===== config.mk =====
export PLATFORM = sky130hd
export DESIGN_NAME = dna_pattern_scanner_flat
export DESIGN_NICKNAME = d
export VERILOG_FILES = /design/src/rtl/dna_pattern_scanner_if.sv /design/src/rtl/dna_pattern_scanner.sv /design/src/flat_wrapper.sv
export SDC_FILE = /design/constraint.sdc
export NUM_CORES = 1
export LEC_CHECK = 0
export CAP_MARGIN = 0
export CORE_MARGIN = 8
export CORE_UTILIZATION = 45
export CTS_BUF_LIST = sky130_fd_sc_hd__clkbuf_16
export CTS_CLUSTER_DIAMETER = 80
export DETAILED_ROUTE_END_ITERATION = 10
export PLACE_DENSITY = 0.87
export SETUP_SLACK_MARGIN = 0.15
export SYNTH_ARGS = -nofsm -noshare
export SYNTH_HDL_FRONTEND = slang
export SYNTH_SLANG_ARGS = --single-unit

===== constraint.sdc =====
create_clock -name clk -period 1.5 [get_ports clk]
set_input_delay 0.15 -clock clk [delete_from_list [all_inputs] [get_ports clk]]
set_output_delay 0.15 -clock clk [all_outputs]
set_load 0.05 [all_outputs]

===== src/rtl/dna_pattern_scanner_if.sv =====
// rtl/dna_pattern_scanner_if.sv - word/pattern/result bundle for the DNA pattern scanner
// master drives words and pattern control; slave (the scanner) returns handshake, match and count.
interface dna_pattern_scanner_if #(
    parameter int WORD_SYMS = 8,
    parameter int PAT_LEN   = 4,
    parameter int CNT_W     = 8
);
    localparam int POS_W = (WORD_SYMS > 1) ? $clog2(WORD_SYMS) : 1;

    logic                   word_valid;
    logic [2*WORD_SYMS-1:0] word_in;
    logic                   word_ready;
    logic                   pat_load;
    logic [2*PAT_LEN-1:0]   pattern_in;
    logic                   overlap_en;
    logic                   busy;
    logic                   match;
    logic [POS_W-1:0]       match_pos;
    logic                   done;
    logic [CNT_W-1:0]       match_count;

    modport master (
        output word_valid, word_in, pat_load, pattern_in, overlap_en,
        input  word_ready, busy, match, match_pos, done, match_count
    );

    modport slave (
        input  word_valid, word_in, pat_load, pattern_in, overlap_en,
        output word_ready, busy, match, match_pos, done, match_count
    );
endinterface


===== src/rtl/dna_pattern_scanner.sv =====
// rtl/dna_pattern_scanner.sv - streaming 2-bit nucleotide pattern matcher, one symbol per clock
// Define DNA_SCAN_COUNT_EN to build the saturating match counter; otherwise match_count is tied to 0.
module dna_pattern_scanner #(
    parameter int WORD_SYMS = 8,
    parameter int PAT_LEN   = 4,
    parameter int CNT_W     = 8
) (
    input  logic                    clk,
    input  logic                    rst,
    dna_pattern_scanner_if.slave    bus
);
    localparam int POS_W  = (WORD_SYMS > 1) ? $clog2(WORD_SYMS) : 1;
    localparam int FILL_W = $clog2(PAT_LEN + 1);
    localparam int WW     = 2 * WORD_SYMS;
    localparam int PW     = 2 * PAT_LEN;

    typedef enum logic {S_IDLE, S_SCAN} state_t;

    state_t            state_q, state_d;
    logic [WW-1:0]     word_q, word_d;
    logic [POS_W-1:0]  idx_q, idx_d;
    logic [PW-1:0]     window_q, window_d;
    logic [PW-1:0]     pattern_q, pattern_d;
    logic [FILL_W-1:0] fill_q, fill_d;
    logic              match_q, match_d;
    logic [POS_W-1:0]  pos_q, pos_d;
    logic              done_q, done_d;

    logic              last_sym;
    logic              load_ok;
    logic              accept;
    logic              hit;
    logic [1:0]        sym;
    logic [PW-1:0]     window_shift;
    logic [FILL_W-1:0] fill_shift;

    // The word register shifts left each scan, so the next symbol is always the top pair.
    assign sym          = word_q[WW-1 -: 2];
    assign window_shift = (window_q << 2) | PW'(sym);
    assign fill_shift   = (fill_q == FILL_W'(PAT_LEN)) ? fill_q : fill_q + FILL_W'(1);
    assign hit          = (fill_shift == FILL_W'(PAT_LEN)) && (window_shift == pattern_q);

    assign last_sym       = (state_q == S_SCAN) && (idx_q == POS_W'(WORD_SYMS - 1));
    assign load_ok        = (state_q == S_IDLE) && bus.pat_load;
    assign bus.word_ready = ((state_q == S_IDLE) && !bus.pat_load) || last_sym;
    assign accept         = bus.word_valid && bus.word_ready;

    always_ff @(posedge clk) begin
        if (rst) begin
            state_q   <= S_IDLE;
            word_q    <= '0;
            idx_q     <= '0;
            window_q  <= '0;
            pattern_q <= '0;
            fill_q    <= '0;
            match_q   <= 1'b0;
            pos_q     <= '0;
            done_q    <= 1'b0;
        end else begin
            state_q   <= state_d;
            word_q    <= word_d;
            idx_q     <= idx_d;
            window_q  <= window_d;
            pattern_q <= pattern_d;
            fill_q    <= fill_d;
            match_q   <= match_d;
            pos_q     <= pos_d;
            done_q    <= done_d;
        end
    end

    always_comb begin
        state_d   = state_q;
        word_d    = word_q;
        idx_d     = idx_q;
        window_d  = window_q;
        pattern_d = pattern_q;
        fill_d    = fill_q;
        match_d   = 1'b0;
        pos_d     = pos_q;
        done_d    = 1'b0;

        if (state_q == S_SCAN) begin
            window_d = window_shift;
            fill_d   = (hit && !bus.overlap_en) ? '0 : fill_shift;
            word_d   = word_q << 2;
            idx_d    = idx_q + POS_W'(1);
            match_d  = hit;
            if (hit) begin
                pos_d = idx_q;
            end
            if (last_sym) begin
                done_d  = 1'b1;
                state_d = S_IDLE;
            end
        end

        if (load_ok) begin
            pattern_d = bus.pattern_in;
            fill_d    = '0;
        end

        // A word accepted on the last-symbol edge restarts the scan with no idle cycle.
        if (accept) begin
            word_d  = bus.word_in;
            idx_d   = '0;
            state_d = S_SCAN;
        end
    end

    assign bus.busy      = (state_q == S_SCAN);
    assign bus.match     = match_q;
    assign bus.match_pos = pos_q;
    assign bus.done      = done_q;

`ifdef DNA_SCAN_COUNT_EN
    logic [CNT_W-1:0] count_q, count_d;

    always_comb begin
        count_d = count_q;
        if (match_d && (count_q != '1)) begin
            count_d = count_q + CNT_W'(1);
        end
    end

    always_ff @(posedge clk) begin
        if (rst) begin
            count_q <= '0;
        end else begin
            count_q <= count_d;
        end
    end

    assign bus.match_count = count_q;
`else
    assign bus.match_count = '0;
`endif
endmodule


===== src/flat_wrapper.sv =====
// flat-port wrapper written by rule: the top's interface ports become plain ports
module dna_pattern_scanner_flat 
#(
    parameter int WORD_SYMS = 8,
    parameter int PAT_LEN   = 4,
    parameter int CNT_W     = 8
)
  (clk, rst, bus_word_valid, bus_word_in, bus_pat_load, bus_pattern_in, bus_overlap_en, bus_word_ready, bus_busy, bus_match, bus_match_pos, bus_done, bus_match_count);
  dna_pattern_scanner_if #(.WORD_SYMS(WORD_SYMS), .PAT_LEN(PAT_LEN), .CNT_W(CNT_W)) bus_i ();
  input  logic clk;
  input  logic rst;
  input wire logic [$bits(bus_i.word_valid)-1:0] bus_word_valid;
  input wire logic [$bits(bus_i.word_in)-1:0] bus_word_in;
  input wire logic [$bits(bus_i.pat_load)-1:0] bus_pat_load;
  input wire logic [$bits(bus_i.pattern_in)-1:0] bus_pattern_in;
  input wire logic [$bits(bus_i.overlap_en)-1:0] bus_overlap_en;
  output wire logic [$bits(bus_i.word_ready)-1:0] bus_word_ready;
  output wire logic [$bits(bus_i.busy)-1:0] bus_busy;
  output wire logic [$bits(bus_i.match)-1:0] bus_match;
  output wire logic [$bits(bus_i.match_pos)-1:0] bus_match_pos;
  output wire logic [$bits(bus_i.done)-1:0] bus_done;
  output wire logic [$bits(bus_i.match_count)-1:0] bus_match_count;
  assign bus_i.word_valid = bus_word_valid;
  assign bus_i.word_in = bus_word_in;
  assign bus_i.pat_load = bus_pat_load;
  assign bus_i.pattern_in = bus_pattern_in;
  assign bus_i.overlap_en = bus_overlap_en;
  assign bus_word_ready = bus_i.word_ready;
  assign bus_busy = bus_i.busy;
  assign bus_match = bus_i.match;
  assign bus_match_pos = bus_i.match_pos;
  assign bus_done = bus_i.done;
  assign bus_match_count = bus_i.match_count;
  dna_pattern_scanner #(.WORD_SYMS(WORD_SYMS), .PAT_LEN(PAT_LEN), .CNT_W(CNT_W)) u_core (.clk(clk), .rst(rst), .bus(bus_i));
endmodule

==> flow_summary.json <==
{
  "whs_path_depth": 3,
  "cts_tree": "done",
  "grt_pass1_wl_um": 7238,
  "fin_skew_ps": 5.914,
  "synth_top_area_frac": 0.4333,
  "use_met1": 0.1614,
  "post_drt_wl_per_cell_um": 14.62,
  "power_mw": 2.790,
  "cp-end-kind": "output pin",
  "yosysMostFrequentCell": "dfxtp_1",
  "ys_top_cells_by_count": "dfxtp_1, mux2i_1, nor2_1",
  "cp_num_cells": 5,
  "drt_iter0_markers": 57,
  "via_per_inst": 5.110,
  "synthFlopType": "dfxtp_1",
  "async_flop_share": 0,
  "clk_pin_slew_ps": 60,
  "synth_top_area_cell": "dfxtp_1",
  "drc": 0,
  "cts_buffers": 5,
  "syn_to_final_growth_pct": 38.23,
  "path_buf_inv": 1,
  "clock.fmax_mhz": 635.1,
  "worstRegToRegCells": 7,
  "die-area_um2": 6670,
  "cts_buffer_depth": 2,
  "grt_util_met3": 0.04048,
  "ys_seq_area_frac": 0.4333,
  "crit_arrival_ps": 1420,
  "hold_violations": 0,
  "finalMaxSlewViolations": 0,
  "yosys_warnings": 0,
  "crit_family": "flip-flops",
  "synthCells": 211,
  "place_inst": 293,
  "grtUsageMet2": 0.2283,
  "max_stage_delay_ps": 340,
  "port-buffer-count": 35,
  "cts_max_level": 2,
  "powerDensity_nw_per_um2": 1040,
  "cts.sinks": 42,
  "top_usage_layer": "met2",
  "path_class": "flop to output pin",
  "drive_above_1_share": 0.2335,
  "die_h_um": 81.67,
  "post-route-min-period_ps": 1574,
  "synth.area.top_cells": "dfxtp_1, mux2i_1, a211oi_1",
  "fill_cells": 341,
  "num_antenna_cells": 0,
  "synthDistinctLibCells": 32,
  "grt-ovfl-total": 0,
  "place_congestion": 0.7553,
  "start_util": 0.4551,
  "cts_root_buffer": "clkbuf_16",
  "die_w_um": 81.67,
  "clkLatencyLatePin_ps": 280,
  "core-area_um2": 4264,
  "worstPathMaxFanout": 4,
  "path_cells": "ha_4 -> ha_4 -> nand2b_4 -> and2_4 -> buf_12",
  "vias": 1579,
  "period_share": 1.050,
  "syn_area_um2": 1941,
  "dp_hpwl_um": 2823,
  "syn_area_per_cell_um2": 9.197,
  "ys_ff_latch": 42,
  "grt_start_max_net_pins": 46,
  "start_kind": "flop",
  "wl_um": 4517,
  "setup_tns_ps": -74.44,
  "grt_pass1_vias": 1629,
  "grt.total_usage": 0.1400,
  "fin_nets": 289,
  "hp-class": "input pin to flop",
  "drt_first_pass_iters": 4,
  "antenna_found_initial": 0,
  "violations": "setup timing",
  "setup_viol": 1,
  "rows": 24,
  "critPathSlowestCell": "dfxtp_2",
  "ir_drop_uv": 680.0,
  "antenna_left": 0,
  "p_leak_nw": 1.034,
  "status": "complete, but fails checks",
  "cp_common_cell": "ha_4",
  "worstPathRequired_ps": 1350,
  "synth-edff-count": 0,
  "ioPinCount": 44,
  "worst_slack_ps": -74.44,
  "drv_cap": 0,
  "rsz0062_at_grt": "true",
  "final_cell_count_no_fill": 309
}
==> worst paths after layout <==
check	end	slack (ps)	start
setup reg to reg	u_core.word_q[5]	40	u_core.idx_q[1]
setup / recovery	bus_word_ready	-70	u_core.idx_q[1]
hold reg to reg	u_core.pattern_q[1]	470	u_core.pattern_q[1]
hold / removal	u_core.pattern_q[2]	420	bus_pattern_in[2]
==> worst register-to-register path: stages, from the launching register on <==
cell and delay [ps]:
dfxtp_2 340, ha_4 170, ha_4 150, nand2b_4 160, nand3_2 130, buf_6 160
nor2_1 50, a211oi_1 220
==> per-stage QoR <==
stage	worst slack [ps]	hold slack, ps	util	instance area, um2
floorplan	94.54	286.0	-	2011
global placement	7.990	456.5	0.5566	2374
detailed placement	-29.03	461.5	0.5566	2374
CTS	-36.89	412.6	0.6218	2651
global route	-98.66	432.6	0.6291	2683
finish	-74.44	416.3	0.6291	2683
==> cells by family after synthesis <==
kind of cell    share of synthesized area
flops                              0.4333
fa+ha+maj                         0.02579
compound gates                     0.1096
mux                                0.1289
xor+xnor                          0.04062
simple gates                       0.1857
other cells                      0.001932
buf+inv                           0.07414
==> area by class of cell <==
class | instances | area (um2) | share of cell area
multi-input cells | 151 | 1099 | 0.4095
flip-flops and latches | 42 | 849.6 | 0.3167
repair buffers | 54 | 525.5 | 0.1959
clock buffers | 5 | 125.1 | 0.04664
well taps | 52 | 65.06 | 0.02425
clock inverters | 3 | 11.26 | 0.004198
inverters | 2 | 7.507 | 0.002799
==> layout by cell type, fill, tap and decap left out, types with 2 or more instances in the layout <==
cell / instances
a211oi_2: 2
buf_6: 4
clkdlybuf4s50_1: 28
ha_4: 3
a21oi_1: 14
buf_12: 3
nor2_2: 2
mux2i_1: 25
a211oi_1: 12
buf_4: 18
dfxtp_1: 37
conb_1: 8
inv_1: 3
inv_2: 2
nand2_1: 20
nor3_2: 3
xor2_1: 5
nor2b_2: 2
nand3b_1: 3
nand2b_1: 7
nor3_1: 3
xnor2_1: 4
clkbuf_16: 5
nor2_1: 21
dfxtp_2: 4
==> metal layers <==
layer / vias to the layer above / part of all wire
li1: 799 / -
met1: 732 / 0.44
met2: 37 / 0.48
met3: 11 / 0.055
met4: 0 / 0.026
met5: - / 0
==> sequential cells by signal, indices dropped and copies added (netlist names) <==
| name | flops |
|---|---|
| u_core.bus.done | 1 |
| u_core.bus.match_pos | 3 |
| u_core.pattern_q | 8 |
| u_core.fill_q | 3 |
| u_core.word_q | 16 |
| u_core.window_q | 6 |
| u_core.bus.match | 1 |
| u_core.bus.busy | 1 |
| u_core.idx_q | 3 |
==> where the power goes <==
part / internal, mW / switching (mW) / total [mW]
Combinational: 0.265 / 0.272 / 0.537
Sequential: 1.18 / 0.0511 / 1.23
Clock: 0.599 / 0.421 / 1.02
Total: 2.05 / 0.744 / 2.79
==> timing repair <==
item | CTS | global route
buffers inserted | 5 | 1
endpoints found under the setup margin | 26 | 29
pin swaps | 2 | 1
hold buffers | 0 | 0
gates resized for setup | 22 | 7
gates cloned | 2 | 0
Note: power is estimated with default switching activity, not from simulation.
